$ cat config.mk
export PLATFORM = sky130hd
export DESIGN_NAME = cache_req_gen_flat
export DESIGN_NICKNAME = d
export VERILOG_FILES = /design/src/rtl/cache_req_gen_if.sv /design/src/rtl/cache_req_gen.sv /design/src/flat_wrapper.sv
export SDC_FILE = /design/constraint.sdc
export NUM_CORES = 1
export LEC_CHECK = 0
export ABC_CLOCK_PERIOD_IN_PS = 17350
export CAP_MARGIN = 10
export CORE_MARGIN = 2
export CORE_UTILIZATION = 37
export CTS_CLUSTER_SIZE = 28
export DETAILED_ROUTE_END_ITERATION = 10
export PLACE_DENSITY = 0.55
export SYNTH_ARGS = -nofsm -noshare
export SYNTH_HDL_FRONTEND = slang
export SYNTH_SLANG_ARGS = --single-unit
$ cat constraint.sdc
create_clock -name clk -period 17.35 [get_ports clk]
set_clock_uncertainty 0.05 [all_clocks]
set_input_delay 5.205 -clock clk [delete_from_list [all_inputs] [get_ports clk]]
set_output_delay 5.205 -clock clk [all_outputs]
set_load 0.02 [all_outputs]
$ cat src/rtl/cache_req_gen_if.sv
// -----------------------------------------------------------------------------
// cache_req_gen_if
//
// CPU-side request bus between the request generator and the L1 cache.
//
//   a        [31:0]  request byte address            (generator -> cache)
//   be       [3:0]   request byte enables            (generator -> cache)
//   read             read request, level             (generator -> cache)
//   write            write request, level            (generator -> cache)
//   wd       [31:0]  write data                      (generator -> cache)
//   rd       [31:0]  read data                       (cache -> generator)
//   rd_valid         rd is valid this cycle          (cache -> generator)
//   req_hit          cache accepts current request   (cache -> generator)
//
// master: request initiator side.  slave: cache (or bench responder) side.
// -----------------------------------------------------------------------------
interface cache_req_gen_if;
  logic [31:0] a;
  logic [3:0]  be;
  logic        read;
  logic        write;
  logic [31:0] wd;
  logic [31:0] rd;
  logic        rd_valid;
  logic        req_hit;

  modport master (
    output a, be, read, write, wd,
    input  rd, rd_valid, req_hit
  );

  modport slave (
    input  a, be, read, write, wd,
    output rd, rd_valid, req_hit
  );
endinterface

$ cat src/rtl/cache_req_gen.sv
// -----------------------------------------------------------------------------
// cache_req_gen
//
// Request initiator for the L1 cache. Commands are queued in a small FIFO and
// issued one at a time on the cache request bus. Each request is held with
// stable address/enables/data until the cache accepts it (req_hit). Read data
// is compared against the expected value under the byte-enable mask, and the
// block keeps completion and error statistics. A request that waits too long
// for acceptance or read data halts the block until reset.
//
// Parameters
//   DEPTH    command FIFO entries (power of two, >= 2)
//   TIMEOUT  max cycles a request may wait for req_hit / rd_valid
//
// Ports
//   clk        clock, all state on rising edge
//   reset      asynchronous, active-low
//   cmd_valid  command push request
//   cmd_ready  FIFO can accept (not full, not halted, out of reset)
//   cmd_op     0 = read, 1 = write
//   cmd_chk    compare returned data (reads only)
//   cmd_addr   byte address
//   cmd_be     byte enables
//   cmd_data   write data or expected read data
//   bus        cache request bus (master side)
//   busy       FIFO non-empty or request outstanding
//   done_cnt   completed commands, saturating
//   err_cnt    read compare mismatches, saturating
//   err        one-cycle pulse on a mismatching completion
//   err_addr   address of most recent mismatch
//   err_data   returned data of most recent mismatch
//   timeout    sticky timeout flag
// -----------------------------------------------------------------------------
module cache_req_gen #(
  parameter int DEPTH   = 8,
  parameter int TIMEOUT = 255
) (
  input  logic            clk,
  input  logic            reset,
  input  logic            cmd_valid,
  output logic            cmd_ready,
  input  logic            cmd_op,
  input  logic            cmd_chk,
  input  logic [31:0]     cmd_addr,
  input  logic [3:0]      cmd_be,
  input  logic [31:0]     cmd_data,
  cache_req_gen_if.master bus,
  output logic            busy,
  output logic [15:0]     done_cnt,
  output logic [15:0]     err_cnt,
  output logic            err,
  output logic [31:0]     err_addr,
  output logic [31:0]     err_data,
  output logic            timeout
);

  localparam int AW     = $clog2(DEPTH);
  localparam int TW_MIN = $clog2(TIMEOUT + 1);
  localparam int TW     = (TW_MIN > 8) ? TW_MIN : 8;
  // Halt is taken on the edge where the counter would reach TIMEOUT, so the
  // request is visible for exactly TIMEOUT cycles.
  localparam logic [TW-1:0] TIMEOUT_LAST = TW'(TIMEOUT - 1);

  typedef struct packed {
    logic        op;
    logic        chk;
    logic [31:0] addr;
    logic [3:0]  be;
    logic [31:0] data;
  } cmd_t;

  typedef enum logic [1:0] {
    IDLE    = 2'd0,
    ISSUE   = 2'd1,
    WAIT_RD = 2'd2,
    HALT    = 2'd3
  } state_t;

  // ---------------------------------------------------------------------------
  // Command FIFO. Pointers carry one extra wrap bit to tell full from empty.
  // The head is read combinationally so an entry pushed at one edge can be
  // loaded into the request registers at the very next edge.
  // ---------------------------------------------------------------------------
  cmd_t          mem [DEPTH];
  logic [AW:0]   wr_ptr_reg;
  logic [AW:0]   rd_ptr_reg;
  logic          empty;
  logic          full;
  logic          push;
  logic          pop;
  cmd_t          head;
  cmd_t          push_entry;

  assign empty      = (wr_ptr_reg == rd_ptr_reg);
  assign full       = (wr_ptr_reg[AW] != rd_ptr_reg[AW]) &&
                      (wr_ptr_reg[AW-1:0] == rd_ptr_reg[AW-1:0]);
  assign head       = mem[rd_ptr_reg[AW-1:0]];
  assign push_entry = {cmd_op, cmd_chk, cmd_addr, cmd_be, cmd_data};
  assign push       = cmd_valid & cmd_ready;

  always_ff @(posedge clk) begin
    if (push) begin
      mem[wr_ptr_reg[AW-1:0]] <= push_entry;
    end
  end

  always_ff @(posedge clk or negedge reset) begin
    if (!reset) begin
      wr_ptr_reg <= '0;
      rd_ptr_reg <= '0;
    end else begin
      if (push) wr_ptr_reg <= wr_ptr_reg + 1'b1;
      if (pop)  rd_ptr_reg <= rd_ptr_reg + 1'b1;
    end
  end

  // ---------------------------------------------------------------------------
  // Request / status registers
  // ---------------------------------------------------------------------------
  state_t        state_reg;
  logic [TW-1:0] tcnt_reg;
  logic          op_reg;
  logic          chk_reg;
  logic [31:0]   a_reg;
  logic [3:0]    be_reg;
  logic [31:0]   wd_reg;
  logic [31:0]   exp_reg;
  logic          read_reg;
  logic          write_reg;
  logic          ready_en_reg;
  logic [15:0]   done_cnt_reg;
  logic [15:0]   err_cnt_reg;
  logic          err_reg;
  logic [31:0]   err_addr_reg;
  logic [31:0]   err_data_reg;
  logic          timeout_reg;

  // Per-byte compare: a byte only counts when its enable is set.
  logic [3:0]    byte_miss;
  genvar gi;
  generate
    for (gi = 0; gi < 4; gi++) begin : g_byte_cmp
      assign byte_miss[gi] = be_reg[gi] &
                             (bus.rd[8*gi +: 8] != exp_reg[8*gi +: 8]);
    end
  endgenerate

  logic accept;
  logic complete;
  logic mismatch;

  // A read accepted together with rd_valid completes at once; otherwise the
  // read finishes later in WAIT_RD. rd_valid is ignored in any other state.
  assign accept   = (state_reg == ISSUE) & bus.req_hit;
  assign complete = (accept & (op_reg | bus.rd_valid)) |
                    ((state_reg == WAIT_RD) & bus.rd_valid);
  assign mismatch = complete & ~op_reg & chk_reg & (|byte_miss);
  assign pop      = ~empty & ((state_reg == IDLE) | complete);

  always_ff @(posedge clk or negedge reset) begin
    if (!reset) begin
      state_reg    <= IDLE;
      tcnt_reg     <= '0;
      op_reg       <= 1'b0;
      chk_reg      <= 1'b0;
      a_reg        <= '0;
      be_reg       <= '0;
      wd_reg       <= '0;
      exp_reg      <= '0;
      read_reg     <= 1'b0;
      write_reg    <= 1'b0;
      ready_en_reg <= 1'b0;
      done_cnt_reg <= '0;
      err_cnt_reg  <= '0;
      err_reg      <= 1'b0;
      err_addr_reg <= '0;
      err_data_reg <= '0;
      timeout_reg  <= 1'b0;
    end else begin
      ready_en_reg <= 1'b1;
      err_reg      <= 1'b0;

      case (state_reg)
        ISSUE: begin
          if (accept) begin
            tcnt_reg <= '0;
            if (!complete) begin
              state_reg <= WAIT_RD;
              read_reg  <= 1'b0;
            end
          end else if (tcnt_reg == TIMEOUT_LAST) begin
            state_reg   <= HALT;
            read_reg    <= 1'b0;
            write_reg   <= 1'b0;
            timeout_reg <= 1'b1;
          end else begin
            tcnt_reg <= tcnt_reg + 1'b1;
          end
        end
        WAIT_RD: begin
          if (!bus.rd_valid) begin
            if (tcnt_reg == TIMEOUT_LAST) begin
              state_reg   <= HALT;
              timeout_reg <= 1'b1;
            end else begin
              tcnt_reg <= tcnt_reg + 1'b1;
            end
          end
        end
        default: begin
          // IDLE waits for a pop below; HALT is left only through reset.
        end
      endcase

      if (complete) begin
        state_reg <= IDLE;
        read_reg  <= 1'b0;
        write_reg <= 1'b0;
        if (done_cnt_reg != 16'hFFFF) done_cnt_reg <= done_cnt_reg + 16'd1;
        if (mismatch) begin
          err_reg      <= 1'b1;
          err_addr_reg <= a_reg;
          err_data_reg <= bus.rd;
          if (err_cnt_reg != 16'hFFFF) err_cnt_reg <= err_cnt_reg + 16'd1;
        end
      end

      // Loading the next command overrides the return to IDLE above, which
      // gives back-to-back issue without a bubble.
      if (pop) begin
        state_reg <= ISSUE;
        tcnt_reg  <= '0;
        op_reg    <= head.op;
        chk_reg   <= head.chk;
        a_reg     <= head.addr;
        be_reg    <= head.be;
        wd_reg    <= head.op ? head.data : 32'd0;
        exp_reg   <= head.data;
        read_reg  <= ~head.op;
        write_reg <= head.op;
      end
    end
  end

  // ---------------------------------------------------------------------------
  // Outputs
  // ---------------------------------------------------------------------------
  assign cmd_ready = ready_en_reg & ~full & (state_reg != HALT);
  assign busy      = ~empty | (state_reg != IDLE);
  assign bus.a     = a_reg;
  assign bus.be    = be_reg;
  assign bus.wd    = wd_reg;
  assign bus.read  = read_reg;
  assign bus.write = write_reg;
  assign done_cnt  = done_cnt_reg;
  assign err_cnt   = err_cnt_reg;
  assign err       = err_reg;
  assign err_addr  = err_addr_reg;
  assign err_data  = err_data_reg;
  assign timeout   = timeout_reg;

endmodule

$ cat src/flat_wrapper.sv
// flat-port wrapper written by rule: the top's interface ports become plain ports
module cache_req_gen_flat 
#(
  parameter int DEPTH   = 8,
  parameter int TIMEOUT = 255
)
  (clk, reset, cmd_valid, cmd_ready, cmd_op, cmd_chk, cmd_addr, cmd_be, cmd_data, busy, done_cnt, err_cnt, err, err_addr, err_data, timeout, bus_a, bus_be, bus_read, bus_write, bus_wd, bus_rd, bus_rd_valid, bus_req_hit);
  cache_req_gen_if bus_i ();
  input  logic clk;
  input  logic reset;
  input  logic cmd_valid;
  output logic cmd_ready;
  input  logic cmd_op;
  input  logic cmd_chk;
  input  logic [31:0] cmd_addr;
  input  logic [3:0] cmd_be;
  input  logic [31:0] cmd_data;
  output logic busy;
  output logic [15:0] done_cnt;
  output logic [15:0] err_cnt;
  output logic err;
  output logic [31:0] err_addr;
  output logic [31:0] err_data;
  output logic timeout;
  output wire logic [$bits(bus_i.a)-1:0] bus_a;
  output wire logic [$bits(bus_i.be)-1:0] bus_be;
  output wire logic [$bits(bus_i.read)-1:0] bus_read;
  output wire logic [$bits(bus_i.write)-1:0] bus_write;
  output wire logic [$bits(bus_i.wd)-1:0] bus_wd;
  input wire logic [$bits(bus_i.rd)-1:0] bus_rd;
  input wire logic [$bits(bus_i.rd_valid)-1:0] bus_rd_valid;
  input wire logic [$bits(bus_i.req_hit)-1:0] bus_req_hit;
  assign bus_a = bus_i.a;
  assign bus_be = bus_i.be;
  assign bus_read = bus_i.read;
  assign bus_write = bus_i.write;
  assign bus_wd = bus_i.wd;
  assign bus_i.rd = bus_rd;
  assign bus_i.rd_valid = bus_rd_valid;
  assign bus_i.req_hit = bus_req_hit;
  cache_req_gen #(.DEPTH(DEPTH), .TIMEOUT(TIMEOUT)) u_core (.clk(clk), .reset(reset), .cmd_valid(cmd_valid), .cmd_ready(cmd_ready), .cmd_op(cmd_op), .cmd_chk(cmd_chk), .cmd_addr(cmd_addr), .cmd_be(cmd_be), .cmd_data(cmd_data), .bus(bus_i), .busy(busy), .done_cnt(done_cnt), .err_cnt(err_cnt), .err(err), .err_addr(err_addr), .err_data(err_data), .timeout(timeout));
endmodule
==> run_results.csv <==
group,metric,value,unit
yosys,synthArstFlopShare,28.3,%
placement,port_buffers,276,
detailed_routing,dr.pass1.iters,5,
finish,nets,2018,
global_routing,grt_pass1_vias,16500,
power,p_comb_share,1.5,%
sta,max_freq,109,MHz
detailed_routing,drc_errors,0,
critical_path,cp-end-kind,"register",
yosys,netlist.area_leader.share,55.4,%
sta,rsz0062_at_grt,"false",
finish,largest_reg_flops,560,
critical_path,worstSetupPathType,"primary input to register",
critical_path,path_max_fanout,34,
cts,htree_num_levels,3,
yosys,dominantRegCellSynth,"edfxtp_1",
run,cap_violations,0,
global_routing,antenna_found_initial,11,
critical_path,slowest_stage,"nand2b_4",
yosys,synth_seq_cells,781,
cts,cts-root-buf,"clkbuf_16",
yosys,synth_top_family_by_area,"multiplexers",
critical_path,start_kind,"primary input",
critical_path,cp.required,17.81,ns
sta,hold_viol,0,
yosys,syn_inst,1589,
yosys,synthTopCellsByArea,"edfxtp_1 55%, dfrtp_1 18%, mux4_2 10%",
yosys,synth_compound_area_share,3.24,%
detailed_routing,routed_wl,71300,um
floorplan,die_area,84400,um^2
cts,cts.path.max_buffers,3,
sta,drv_slew,0,
cts,worstSkewPairLatency,0.63,ns
sta,tightestPinTransition,1.12,ns
global_routing,gr-total-overflow,0,
critical_path,path_cells,"clkdlybuf4s50_1, xnor2_1, nand4_1, o21ai_0, and4_1, nand2b_4, buf_4, mux2_2",
detailed_routing,vias_per_cell,5.12,
sta,layout_worst_path_cycle_share,52.8,%
yosys,synth_area,30400,um^2
yosys,synth-seq-area-share,73.6,%
power,intPower,3130,uW
sta,tns,0,ns
cts,cts_hold_buf,0,
yosys,synth_cell_types,50,
floorplan,die_h,290,um
power,swShare,19.8,%
yosys,syn_avg_cell_area,19.1,um^2
detailed_routing,dr_total_vias,15600,
power,clock_power_share,47.2,%
detailed_routing,antenna_left,0,
power,power_leakage,0.0133,uW
cts,cts_tree,"done",
placement,gp_congestion,0.756,
yosys,synthXorXnorAreaFrac,1.99,%
floorplan,dieWidth,290,um
global_routing,grt_max_degree,91,
yosys,syn_nets,1706,
yosys,synth-edff-count,560,
floorplan,start_util,37.2,%
power,switchingPower,772,uW
cts,cts_setup_buffers,0,
finish,fin_util,45.5,%
global_routing,grt_util_all_layers,16.9,%
critical_path,critPathArrivalTime,9.62,ns
run_status,status,"completed",
detailed_routing,wire_per_inst,23.4,um
sta,finalSetupViolCount,0,
cts,numCtsBuffers,85,
cts,cts_resized,0,
detailed_routing,dr.first_iter.drc_count,904,
critical_path,crit_path_max_incr_delay,0.74,ns
power,power,3910,uW
floorplan,io_pins,277,
power,seqPwrFrac,51.3,%
cts,clkSinkCount,781,
floorplan,core,81700,um^2
power,vdd_drop_max,0.0000644,V
yosys,synth_warnings,0,
yosys,synth_top_cell_by_area,"edfxtp_1",
global_routing,grt_pass1_wl,107000,um
yosys,synth-simple-area-share,3.34,%
finish,fillCellCount,7019,
cts,clk_transition_reported_paths,0.06,ns
sta,min_period,9.16,ns
min_path,min-delay-path-class,"register to register",
placement,post-dp-hpwl,41100,um
yosys,synthAdderAreaFrac,0.412,%
finish,multi_input_area,7610,um^2
sta,worst_slew_margin_rel,25.0,%
critical_path,cp_top_family,"simple AND/OR/NAND/NOR gates",
finish,syn_to_final_growth,22.6,%
yosys,synthMuxAreaShare,15.9,%
finish,seq_area,22400,um^2
critical_path,critPathBufInv,2,
floorplan,row_count,105,
power,power.density,105,nW/um^2
finish,final_layout_size_suffix_gt1_share,20.1,%
cells in the mapped netlist (4+ instances only):
| master | count |
|---|---|
| mux2_4 | 50 |
| or3_1 | 4 |
| and4_1 | 4 |
| ha_1 | 10 |
| inv_1 | 10 |
| mux2_2 | 21 |
| dfrtp_1 | 221 |
| mux2i_1 | 69 |
| nor2_1 | 58 |
| o21ai_0 | 53 |
| nor3_1 | 15 |
| a21oi_1 | 12 |
| nand2_1 | 76 |
| a21o_1 | 32 |
| a22o_1 | 32 |
| buf_8 | 5 |
| nand4_1 | 18 |
| edfxtp_1 | 560 |
| buf_2 | 35 |
| xor2_1 | 19 |
| buf_1 | 12 |
| nor4_1 | 8 |
| clkbuf_1 | 18 |
| mux4_2 | 140 |
| a31oi_1 | 4 |
| buf_4 | 5 |
| xnor2_1 | 50 |
| nand3_1 | 15 |
per-layer routing:
metal | routed length [um] | vias up | GRT usage (%)
met5 | 70 | - | 0
met4 | 1340 | 10 | 4.98
met3 | 3300 | 93 | 3.27
met2 | 35800 | 337 | 28.6
met1 | 30700 | 8256 | 22.3
li1 | - | 6888 | -
logic make-up (layout without fill, tap and decap cells):
group                    Yosys count  in the layout
AO/OA/AOI/OAI                    146            146
XOR/XNOR                          69             69
adder cells (fa/ha/maj)           10             10
buffers and inverters             87            469
flip-flops                       781            781
multiplexers                     280            280
other                              1              6
AND/OR/NAND/NOR                  215            215
layout make-up:
| type | instances | area share (%) |
|---|---|---|
| Antenna cell | 5 | 0.0336 |
| Inverter | 10 | 0.108 |
| Tap cell | 1070 | 3.60 |
| Clock inverter | 42 | 1.16 |
| Multi-Input combinational cell | 721 | 20.4 |
| Clock buffer | 115 | 6.63 |
| Sequential cell | 781 | 60.1 |
| Timing Repair Buffer | 302 | 7.96 |
power by group through the flow:
stage | clock network, uW | logic (uW) | registers [uW]
after floorplan | 0 | 3.80 | 2040
after detailed placement | 0 | 58.5 | 2040
after global routing | 1970 | 63.5 | 2000
after global placement | 0 | 55.8 | 2040
final | 1850 | 57.3 | 2000
after CTS | 1900 | 58.8 | 2000
final timing paths:
kind                                      from                    to  slack (ns)  depth (start not counted)
max in group asynchronous                reset  u_core.rd_ptr_reg[1]       11.08                          2
max                                 bus_rd[28]    u_core.err_addr[6]        8.19                          8
min reg2reg                u_core.done_cnt[15]   u_core.done_cnt[15]        0.45                          1
min in group asynchronous                reset    u_core.err_data[1]        4.55                          1
max reg2reg                 u_core.exp_reg[28]    u_core.err_addr[6]       12.95                          7
min                        u_core.done_cnt[15]   u_core.done_cnt[15]        0.45                          1
placed cells by master (no fill, tap or decap), drive strengths merged, types with 15 or more instances in the layout:
cell	instances
buf	27
dfrtp	221
nand4	18
clkdlybuf4s50	275
edfxtp	560
a21o	32
nor2	59
clkinv	23
mux4	140
xor2	19
o21ai	57
inv	15
mux2	71
nor3	16
mux2i	69
clkbuf	115
nand2	76
xnor2	50
a22o	32
nand3	16
per-stage QoR:
| stage | worst slack, ns | hold WS [ns] | area, um^2 | instances |
|---|---|---|---|---|
| after floorplan | 4.62 | 0.400 | 30400 | 1589 |
| after global placement | 7.68 | 0.433 | 34300 | 2884 |
| final | 8.19 | 0.448 | 37200 | 3046 |
| after CTS | 8.30 | 0.450 | 37200 | 3041 |
| after detailed placement | 7.63 | 0.437 | 34300 | 2884 |
| after global routing | 8.06 | 0.460 | 37200 | 3044 |
No activity file was read; power rests on OpenSTA's default activity.
